File: config.mk
export PLATFORM = sky130hd
export DESIGN_NAME = uart_core
export DESIGN_NICKNAME = d
export VERILOG_FILES = /design/src/rtl/uart_core.sv
export SDC_FILE = /design/constraint.sdc
export NUM_CORES = 1
export LEC_CHECK = 0
export BUFFER_PORTS_ARGS = -buffer_cell sky130_fd_sc_hd__buf_2
export CELL_PAD_IN_SITES_DETAIL_PLACEMENT = 2
export CELL_PAD_IN_SITES_GLOBAL_PLACEMENT = 2
export CORE_ASPECT_RATIO = 1.4
export CORE_MARGIN = 3
export CORE_UTILIZATION = 41
export DETAILED_ROUTE_END_ITERATION = 8
export PLACE_DENSITY = 0.93
export SKIP_CTS_REPAIR_TIMING = 1
export SLEW_MARGIN = 20
export SYNTH_ARGS = -nofsm -noshare
export SYNTH_HDL_FRONTEND = slang
export SYNTH_SLANG_ARGS = --single-unit
File: constraint.sdc
create_clock -name clk -period 12.55 [get_ports clk]
set_clock_uncertainty 0.1 [all_clocks]
set_input_delay 2.51 -clock clk [delete_from_list [all_inputs] [get_ports clk]]
set_output_delay 2.51 -clock clk [all_outputs]
set_load 0.05 [all_outputs]
File: src/rtl/uart_core.sv
// UART 8N1 transmit/receive engine sitting behind the UART CSR block.
// The divisor is derived from br/clk_mhz and latched by each FSM as it leaves IDLE.
module uart_core #(
  parameter int SYNC_STAGES = 2,
  parameter int MIN_DIV     = 16
) (
  input  logic       clk,
  input  logic       rst,
  input  logic       en,
  input  logic       strtx,
  input  logic [3:0] br,
  input  logic [7:0] clk_mhz,
  input  logic [7:0] tx_data,
  output logic       tx_busy,
  output logic       rx_valid,
  output logic [7:0] rx_data,
  input  logic       rx_ack,
  output logic       rx_frame_err,
  output logic       rx_overrun,
  input  logic       uart_rxd,
  output logic       uart_txd
);

  typedef enum logic [1:0] {ST_IDLE, ST_START, ST_DATA, ST_STOP} state_t;

  // Divisor: (clk_mhz * MULT[br]) >> 4, clamped from below.
  logic [10:0] mult;
  logic [19:0] prod;
  logic [15:0] div_raw;
  logic [15:0] div;

  always_comb begin
    mult = 11'd139;
    case (br)
      4'd0:    mult = 11'd1667;
      4'd1:    mult = 11'd833;
      4'd2:    mult = 11'd417;
      4'd3:    mult = 11'd278;
      4'd4:    mult = 11'd139;
      4'd5:    mult = 11'd69;
      4'd6:    mult = 11'd35;
      4'd7:    mult = 11'd17;
      default: mult = 11'd139;
    endcase
  end

  assign prod    = 20'(clk_mhz) * 20'(mult);
  assign div_raw = prod[19:4];
  assign div     = (div_raw < 16'(MIN_DIV)) ? 16'(MIN_DIV) : div_raw;

  // ---------------- transmitter ----------------
  state_t      tx_state, tx_state_n;
  logic [15:0] tx_cnt, tx_cnt_n, tx_div, tx_div_n;
  logic [2:0]  tx_bit, tx_bit_n;
  logic [7:0]  tx_shift, tx_shift_n;
  logic        strtx_d;
  logic        tx_last;

  assign tx_last = (tx_cnt == tx_div - 16'd1);

  always_comb begin
    tx_state_n = tx_state;
    tx_cnt_n   = tx_cnt;
    tx_div_n   = tx_div;
    tx_bit_n   = tx_bit;
    tx_shift_n = tx_shift;
    case (tx_state)
      ST_IDLE: begin
        if (strtx && !strtx_d) begin
          tx_state_n = ST_START;
          tx_shift_n = tx_data;
          tx_div_n   = div;
          tx_cnt_n   = 16'd0;
        end
      end
      ST_START: begin
        tx_cnt_n = tx_cnt + 16'd1;
        if (tx_last) begin
          tx_cnt_n   = 16'd0;
          tx_bit_n   = 3'd0;
          tx_state_n = ST_DATA;
        end
      end
      ST_DATA: begin
        tx_cnt_n = tx_cnt + 16'd1;
        if (tx_last) begin
          tx_cnt_n   = 16'd0;
          tx_shift_n = {1'b0, tx_shift[7:1]};
          tx_bit_n   = tx_bit + 3'd1;
          if (tx_bit == 3'd7) tx_state_n = ST_STOP;
        end
      end
      ST_STOP: begin
        tx_cnt_n = tx_cnt + 16'd1;
        if (tx_last) tx_state_n = ST_IDLE;
      end
      default: tx_state_n = ST_IDLE;
    endcase
    if (!en) tx_state_n = ST_IDLE;
  end

  always_ff @(posedge clk) begin
    if (rst) begin
      tx_state <= ST_IDLE;
      tx_cnt   <= 16'd0;
      tx_div   <= 16'd0;
      tx_bit   <= 3'd0;
      tx_shift <= 8'h00;
      strtx_d  <= 1'b0;
    end else begin
      tx_state <= tx_state_n;
      tx_cnt   <= tx_cnt_n;
      tx_div   <= tx_div_n;
      tx_bit   <= tx_bit_n;
      tx_shift <= tx_shift_n;
      strtx_d  <= strtx;
    end
  end

  always_comb begin
    tx_busy  = en && (tx_state != ST_IDLE);
    uart_txd = 1'b1;
    if (en) begin
      case (tx_state)
        ST_START: uart_txd = 1'b0;
        ST_DATA:  uart_txd = tx_shift[0];
        default:  uart_txd = 1'b1;
      endcase
    end
  end

  // ---------------- receiver ----------------
  // rx_valid/rx_ack: rx_valid holds until a one-cycle rx_ack; a store in the
  // same cycle as rx_ack takes priority and leaves rx_valid set.
  logic [SYNC_STAGES-1:0] rx_sync;
  logic                   rxs;
  state_t      rx_state, rx_state_n;
  logic [15:0] rx_cnt, rx_cnt_n, rx_div, rx_div_n;
  logic [2:0]  rx_bit, rx_bit_n;
  logic [7:0]  rx_shift, rx_shift_n;
  logic [7:0]  rx_data_n;
  logic        rx_valid_n, rx_fe_n, rx_ovr_n;

  assign rxs = rx_sync[SYNC_STAGES-1];

  always_comb begin
    rx_state_n = rx_state;
    rx_cnt_n   = rx_cnt;
    rx_div_n   = rx_div;
    rx_bit_n   = rx_bit;
    rx_shift_n = rx_shift;
    rx_data_n  = rx_data;
    rx_valid_n = rx_valid && !rx_ack;
    rx_fe_n    = 1'b0;
    rx_ovr_n   = 1'b0;
    case (rx_state)
      ST_IDLE: begin
        if (!rxs) begin
          rx_state_n = ST_START;
          rx_div_n   = div;
          rx_cnt_n   = {1'b0, div[15:1]};
        end
      end
      ST_START: begin
        rx_cnt_n = rx_cnt - 16'd1;
        if (rx_cnt == 16'd0) begin
          rx_cnt_n   = rx_div - 16'd1;
          rx_bit_n   = 3'd0;
          rx_state_n = rxs ? ST_IDLE : ST_DATA;
        end
      end
      ST_DATA: begin
        rx_cnt_n = rx_cnt - 16'd1;
        if (rx_cnt == 16'd0) begin
          rx_cnt_n   = rx_div - 16'd1;
          rx_shift_n = {rxs, rx_shift[7:1]};
          rx_bit_n   = rx_bit + 3'd1;
          if (rx_bit == 3'd7) rx_state_n = ST_STOP;
        end
      end
      ST_STOP: begin
        rx_cnt_n = rx_cnt - 16'd1;
        if (rx_cnt == 16'd0) begin
          // Leave at mid-stop so an immediately following start bit is seen.
          rx_state_n = ST_IDLE;
          if (rxs) begin
            rx_data_n  = rx_shift;
            rx_valid_n = 1'b1;
            rx_ovr_n   = rx_valid;
          end else begin
            rx_fe_n = 1'b1;
          end
        end
      end
      default: rx_state_n = ST_IDLE;
    endcase
    if (!en) begin
      rx_state_n = ST_IDLE;
      rx_valid_n = 1'b0;
      rx_fe_n    = 1'b0;
      rx_ovr_n   = 1'b0;
    end
  end

  always_ff @(posedge clk) begin
    if (rst) begin
      rx_sync      <= '1;
      rx_state     <= ST_IDLE;
      rx_cnt       <= 16'd0;
      rx_div       <= 16'd0;
      rx_bit       <= 3'd0;
      rx_shift     <= 8'h00;
      rx_data      <= 8'h00;
      rx_valid     <= 1'b0;
      rx_frame_err <= 1'b0;
      rx_overrun   <= 1'b0;
    end else begin
      rx_sync      <= {rx_sync[SYNC_STAGES-2:0], uart_rxd};
      rx_state     <= rx_state_n;
      rx_cnt       <= rx_cnt_n;
      rx_div       <= rx_div_n;
      rx_bit       <= rx_bit_n;
      rx_shift     <= rx_shift_n;
      rx_data      <= rx_data_n;
      rx_valid     <= rx_valid_n;
      rx_frame_err <= rx_fe_n;
      rx_overrun   <= rx_ovr_n;
    end
  end

endmodule

==> results.sh, run 1 <==
export IMPL_synthArstFlopShare_pct=0
export IMPL_cts_buffer_depth=2
export IMPL_synth_ff_type="dfxtp_1"
export IMPL_reg2reg_depth=11
export IMPL_syn_inst=1069
export IMPL_clk_pin_slew_ns=0.07
export IMPL_layout_drive_gt1_share_pct=6.425
export IMPL_power_switching_w=0.0006561
export IMPL_switching_share_pct=45.07
export IMPL_final_core_util_pct=45.02
export IMPL_port_buffers=38
export IMPL_dp_hpwl_mm=21.74
export IMPL_grt_antenna_before_repair=0
export IMPL_synthSimpleGateAreaFrac_pct=25.29
export IMPL_synth_top_area_share_pct=23.69
export IMPL_ys_top_cells_by_area="dfxtp_1 (24%), fa_1 (13%), ha_1 (8.7%), nand2_1 (4.9%), nor2_1 (4.3%)"
export IMPL_grt_usage_pct=26.72
export IMPL_synthMuxAreaShare_pct=2.352
export IMPL_yosys_area_share_adder_pct=21.25
export IMPL_synth_edf_count=0
export IMPL_cts_root_buffer="clkbuf_16"
export IMPL_synth_compound_area_share_pct=14.04
export IMPL_overflow=0
export IMPL_cts_tree="done"
export IMPL_hp_class="register to register"
export IMPL_maxCapViolCount=0
export IMPL_finalSetupViolCount=0
export IMPL_drc=0
export IMPL_n_antenna_cell=0
export IMPL_detail_route_wl_per_cell_um=22.41
export IMPL_hold_path_depth=1
export IMPL_ant_nets=0
export IMPL_yosys_register_bits=102
export IMPL_synth_cell_types=65
export IMPL_vias=7775
export IMPL_rows=62
export IMPL_wirelength_mm=29.81
export IMPL_netlist_area_sq_um=8618
export IMPL_grt_max_degree=85
export IMPL_nNetsFinal=1210
export IMPL_die_h_um=177.5
export IMPL_reg2reg_to="tx_shift[0]"
export IMPL_cp_start_kind="input port"
export IMPL_crit_path_max_fanout=13
export IMPL_critical_path_endpoint_type="register"
export IMPL_initial_core_util_pct=41.92
export IMPL_intPower_w=0.0007996
export IMPL_rsz0062_at_grt="no"
export IMPL_drt_iter0_markers=330
export IMPL_worst_pin_slew_ns=1.001
export IMPL_synth_xor_area_share_pct=6.809
export IMPL_pwr_share_clk_pct=21.4
export IMPL_drtPass1Iterations=4
export IMPL_grt_pass1_wl_mm=48.30
export IMPL_ys_seq_area_share_pct=23.69
export IMPL_pwr_share_seq_pct=26.7
export IMPL_grt_pass1_vias=9105
export IMPL_gp_congestion=0.8838
export IMPL_die_area_sq_um=22820
export IMPL_postSynthNetCount=1209
export IMPL_hp_start="rx_sync[0]"
export IMPL_hold_violations=0
export IMPL_reg2reg_slack_ns=8.53
export IMPL_status="finished, final reports clean"
export IMPL_finalMaxSlewViolations=0
export IMPL_peakVddDrop_mv=0.06699
export IMPL_cts_htree_levels=3
export IMPL_fmax_mhz=103.4
export IMPL_path_class="input port to register"
export IMPL_numCtsBuffers=9
export IMPL_power_density_nw_per_um2=157.3
export IMPL_arrival_ns=9.83
export IMPL_dieWidth_um=128.5
export IMPL_avgSynthCellArea_sq_um=8.062
export IMPL_pwr_share_comb_pct=51.9
export IMPL_whs_ns=0.3303
export IMPL_avgViaCountPerCell=5.846
export IMPL_leakage_nw=4.002
export IMPL_min_period_over_period_pct=77.07
export IMPL_synth_area_leader_cell="dfxtp_1"
export IMPL_area_growth_pct=7.390
export IMPL_io_pins=39
export IMPL_relSlewSlack_pct=33.00
export IMPL_setup_tns_ns=0
export IMPL_synth_warnings=0
export IMPL_synth_top_family_by_area="simple AND/OR/NAND/NOR gates"
export IMPL_layout_min_cycle_time_ns=9.672
export IMPL_worstHoldEndpoint="rx_sync[1]"
export IMPL_cts_sinks=102
export IMPL_core_area_sq_um=20560
export IMPL_required_ns=12.71
export IMPL_clock_latency_ns=0.36
export IMPL_reg2reg_from="tx_div[0]"
==> how the worst max path moves through the flow <==
stage                      from        end  slack (ns)  depth (start not counted)
after floorplan           br[2]  rx_div[1]        4.31                         23
after global placement    br[1]  tx_div[4]        3.06                         24
after detailed placement  br[1]  tx_div[4]        2.63                         24
after CTS                 br[1]  rx_div[4]        2.93                         24
after global routing      br[1]  rx_cnt[1]        2.47                         23
final                     br[1]  tx_div[4]        2.88                         24
==> final cells by class <==
cell class	instances	area [sq um]
flip-flops and latches	102	2042
repair buffers	40	205.2
inverters	96	360.3
clock inverters	5	85.08
fillers	2357	11300
clock buffers	10	229.0
well taps	256	320.3
multi-input cells	821	6013
==> through the flow <==
stage | instance area [sq um] | total power (W) | std cells | setup slack, ns
2_1_floorplan | 8618 | 0.0009178 | 1069 | 4.311
3_3_place_gp | 8939 | 0.001067 | 1315 | 3.057
6_report | 9255 | 0.001456 | 1330 | 2.878
5_1_grt | 9255 | 0.001556 | 1330 | 2.469
4_1_cts | 9253 | 0.001459 | 1330 | 2.925
3_5_place_dp | 8939 | 0.001126 | 1315 | 2.634
==> Yosys cell counts, drive strengths merged, types with 5 or more instances <==
cell    instances
nor4           12
o21ai          19
fa             54
inv            96
xnor2          32
nor3           26
ha             60
and2           52
a21o            7
and3           18
nand4           7
dfxtp         102
mux2i          18
buf             7
a221oi          6
a211oi         24
nor2           99
clkbuf         43
a21oi          74
or3             7
xor2           35
or2             7
nand2         113
a22oi           6
o211ai          5
nand2b          8
nor2b          32
nand3          37
==> placed cells by master, fill, tap and decap left out, types with 3 or more instances in the layout <==
| cell type | instances |
|---|---|
| nand2_1 | 113 |
| dfxtp_1 | 102 |
| nor2_1 | 99 |
| inv_1 | 96 |
| a21oi_1 | 74 |
| ha_1 | 60 |
| fa_1 | 54 |
| and2_1 | 52 |
| buf_2 | 38 |
| nand3_1 | 37 |
| xor2_1 | 35 |
| xnor2_1 | 32 |
| nor2b_1 | 31 |
| nor3_1 | 26 |
| a211oi_1 | 22 |
| o21ai_0 | 19 |
| and3_1 | 18 |
| mux2i_1 | 18 |
| nor4_1 | 11 |
| clkbuf_16 | 9 |
| nand2b_1 | 8 |
| nand4_1 | 7 |
| a21o_1 | 7 |
| or3_1 | 7 |
| or2_2 | 7 |
| a221oi_1 | 6 |
| a22oi_1 | 6 |
| o211ai_1 | 5 |
| a211o_1 | 4 |
| a2111oi_0 | 4 |
| a31oi_1 | 4 |
| a2bb2oi_1 | 4 |
| o22ai_1 | 4 |
| nor4b_1 | 3 |
| nand3b_1 | 3 |
| a32oi_1 | 3 |
| a311oi_1 | 3 |
==> per-layer routing <==
metal / vias up / GRT usage (%) / share of wire [%]
met5: - / 0 / 0
met3: 102 / 3.252 / 2.3
met1: 3924 / 26.91 / 37
met4: 0 / 13.09 / 4.7
li1: 3595 / - / -
met2: 154 / 52.78 / 56
==> power groups by stage <==
stage               clock, W  combinational (W)  sequential [W]
finish              0.000312           0.000755        0.000388
global route        0.000329           0.000834        0.000393
detailed placement         0           0.000733        0.000393
global placement           0           0.000677        0.000390
CTS                 0.000316           0.000756        0.000387
floorplan                  0           0.000542        0.000376
==> registers in the layout (all words and copies together) (netlist names), 2 cells and up, named ones only <==
| name | cells |
|---|---|
| rx_bit | 3 |
| rx_cnt | 16 |
| rx_data | 8 |
| rx_div | 15 |
| rx_shift | 8 |
| rx_sync | 2 |
| tx_bit | 3 |
| tx_cnt | 16 |
| tx_div | 15 |
| tx_shift | 8 |
| tx_state | 2 |
==> logic make-up (layout without fill, tap and decap cells) <==
logic type      Yosys count  in the layout
flops                   102            102
fa+ha+maj               114            114
mux                      20             20
xor+xnor                 67             67
simple gates            436            436
buf+inv                 146            151
compound gates          184            184
==> critical path: stages <==
cell and delay [ns]:
buf_2 0.12, inv_1 0.11, ha_1 0.17, nor2b_1 0.61
nand2_1 0.17, nand2_1 0.26, nand2_1 0.11, fa_1 0.48
fa_1 0.55, inv_1 0.07, fa_1 0.55, inv_1 0.06
fa_1 0.54, inv_1 0.05, ha_1 0.36, and3_1 0.27
nand4_1 0.17, or3_1 0.40, a211oi_1 0.43, o21ai_0 0.17
a2111oi_0 0.40, nand4_1 0.59, and2_1 0.42, a211oi_1 0.27
Note: power is estimated with default switching activity, not from simulation.
==> run 2, diff against run 1 <==
Settings changed: ABC_AREA from default to 1, CORE_UTILIZATION 41 to 36, PLACE_DENSITY 0.93 to 0.88.
Clock period 12.55 ns to 9.3 ns, I/O delays scaled along.
==> results.sh, run 2 <==
export IMPL_yosys_register_bits=102
export IMPL_final_cell_mix="inv_1 (237), nand2_1 (215), nor2_1 (155)"
export IMPL_ant_nets=0
export IMPL_avgViaCountPerCell=5.380
export IMPL_postSynthNetCount=1434
export IMPL_synth_most_common_cell="inv_1"
export IMPL_initial_core_util_pct=37.03
export IMPL_cts_tree="done"
export IMPL_hold_path_depth=1
export IMPL_leakage_nw=4.946
export IMPL_arrival_ns=8.04
export IMPL_gp_congestion=0.8874
export IMPL_drt_iter0_markers=302
export IMPL_relSlewSlack_pct=34.70
export IMPL_avgSynthCellArea_sq_um=6.957
export IMPL_cts_htree_levels=3
export IMPL_ys_seq_area_share_pct=22.68
export IMPL_synth_area_leader_cell="dfxtp_1"
export IMPL_reg2reg_slack_ns=5.96
export IMPL_peakVddDrop_mv=0.09234
export IMPL_vias=8780
export IMPL_clk_pin_slew_ns=0.08
export IMPL_syn_inst=1294
export IMPL_drtPass1Iterations=4
export IMPL_synth_cell_types=53
export IMPL_finalSetupViolCount=0
export IMPL_dieWidth_um=139.7
export IMPL_detail_route_wl_per_cell_um=20.27
export IMPL_drc=0
export IMPL_crit_path_max_fanout=9
export IMPL_ys_top_cells_by_area="dfxtp_1 (23%), fa_1 (12%), inv_1 (9.9%), nand2_1 (9.0%), ha_1 (8.3%)"
export IMPL_area_growth_pct=8.798
export IMPL_reg2reg_from="rx_state[0]"
export IMPL_synth_ff_type="dfxtp_1"
export IMPL_status="finished, final reports clean"
export IMPL_port_buffers=38
export IMPL_cts_sinks=102
export IMPL_netlist_area_sq_um=9002
export IMPL_hp_class="register to register"
export IMPL_synth_common_cells="inv_1 (237), nand2_1 (215), nor2_1 (155)"
export IMPL_cts_buffer_depth=2
export IMPL_grt_pass1_wl_mm=54.07
export IMPL_n_antenna_cell=0
export IMPL_synth_warnings=0
export IMPL_worstHoldEndpoint="rx_sync[1]"
export IMPL_dp_hpwl_mm=24.97
export IMPL_hp_start="rx_sync[0]"
export IMPL_reg2reg_to="rx_cnt[10]"
export IMPL_grt_max_degree=45
export IMPL_required_ns=9.43
export IMPL_worst_pin_slew_ns=0.9743
export IMPL_layout_min_cycle_time_ns=7.903
export IMPL_setup_tns_ns=0
export IMPL_critical_path_endpoint_type="register"
export IMPL_clock_latency_ns=0.37
export IMPL_hold_violations=0
export IMPL_finalMaxSlewViolations=0
export IMPL_grt_antenna_before_repair=0
export IMPL_rsz0062_at_grt="no"
export IMPL_maxCapViolCount=0
export IMPL_reg2reg_depth=8
export IMPL_grt_usage_pct=24.98
export IMPL_cp_start_kind="input port"
export IMPL_layout_drive_gt1_share_pct=8.396
export IMPL_io_pins=39
export IMPL_synth_edf_count=0
export IMPL_wirelength_mm=33.08
export IMPL_min_period_over_period_pct=84.97
export IMPL_synth_top_area_share_pct=22.68
export IMPL_power_w=0.001950
export IMPL_cts_root_buffer="clkbuf_16"
export IMPL_grt_pass1_vias=10220
export IMPL_power_density_nw_per_um2=199.1
export IMPL_final_core_util_pct=40.29
export IMPL_die_h_um=193.1
export IMPL_numCtsBuffers=9
export IMPL_overflow=0
export IMPL_fmax_mhz=126.5
export IMPL_synthArstFlopShare_pct=0
export IMPL_core_area_sq_um=24310
export IMPL_rows=67
export IMPL_path_class="input port to register"
export IMPL_die_area_sq_um=26970
export IMPL_final_common_cell="inv_1"
export IMPL_reg_top3="rx_cnt (16), tx_cnt (16)"
export IMPL_nNetsFinal=1457
## run 2: where the power goes
part,switching [W],leakage (nW),internal (W)
combinational,0.000721,3.96,0.000308
sequential,0.0000348,0.831,0.000469
clock,0.000202,0.151,0.000216
total,0.000957,4.95,0.000992
## run 2: per-layer routing
layer | global-route usage (%) | vias up | routed length, um
li1 | - | 4148 | -
met1 | 24.95 | 4379 | 12200
met2 | 51.60 | 170 | 18850
met3 | 2.492 | 83 | 701
met4 | 10.85 | 0 | 1328
met5 | 0 | - | 0
## run 2: worst max path at each step
stage | startpoint | to | slack, ns | cells past startpoint
3_5_place_dp | br[0] | rx_cnt[2] | 1.09 | 28
2_1_floorplan | br[0] | rx_cnt[2] | 2.18 | 29
4_1_cts | br[0] | rx_cnt[2] | 1.43 | 26
6_report | br[0] | rx_cnt[2] | 1.40 | 28
5_1_grt | br[0] | rx_cnt[2] | 0.88 | 28
3_3_place_gp | br[0] | rx_cnt[2] | 1.45 | 30
## run 2: area by class of cell
| type | count | area [sq um] |
|---|---|---|
| Multi-Input combinational cell | 919 | 5921 |
| Timing Repair Buffer | 42 | 220.2 |
| Sequential cell | 102 | 2042 |
| Clock inverter | 7 | 86.33 |
| Fill cell | 2950 | 14520 |
| Clock buffer | 9 | 225.2 |
| Inverter | 243 | 912.1 |
| Tap cell | 310 | 387.9 |
## run 2: stage by stage
step	setup slack [ns]	cell area [sq um]	cells	hold slack, ns
after floorplan	2.181	9002	1294	0.2895
after global placement	1.452	9483	1616	0.3043
after detailed placement	1.091	9483	1616	0.3071
after CTS	1.433	9794	1632	0.3579
after global routing	0.8782	9794	1632	0.3713
final	1.397	9794	1632	0.3517
## run 2: cells by family after synthesis
family                     synth area share [%]
AOI/OAI and AO/OA                         14.16
and+or+nand+nor                           26.50
xor gates and xnor gates                  4.753
DFF                                       22.68
adders and majority gates                 20.35
buffers and inverters                     11.55
## run 2: worst max-delay path: stages
cell and delay, ns:
buf_2 0.10, inv_1 0.09, ha_1 0.22, a21oi_1 0.55, inv_1 0.13, a21oi_1 0.61, nor2_1 0.12, fa_1 0.52
inv_1 0.06, fa_1 0.53, inv_1 0.05, fa_1 0.53, inv_1 0.05, fa_1 0.53, inv_1 0.05, ha_1 0.35
nand2_1 0.12, inv_1 0.05, a21oi_1 0.25, inv_1 0.07, a21oi_1 0.13, nand2_1 0.08, xor2_1 0.33, nand3_2 0.29
nand2_2 0.16, nand2_1 0.07, nand2_1 0.07, a21oi_1 0.06
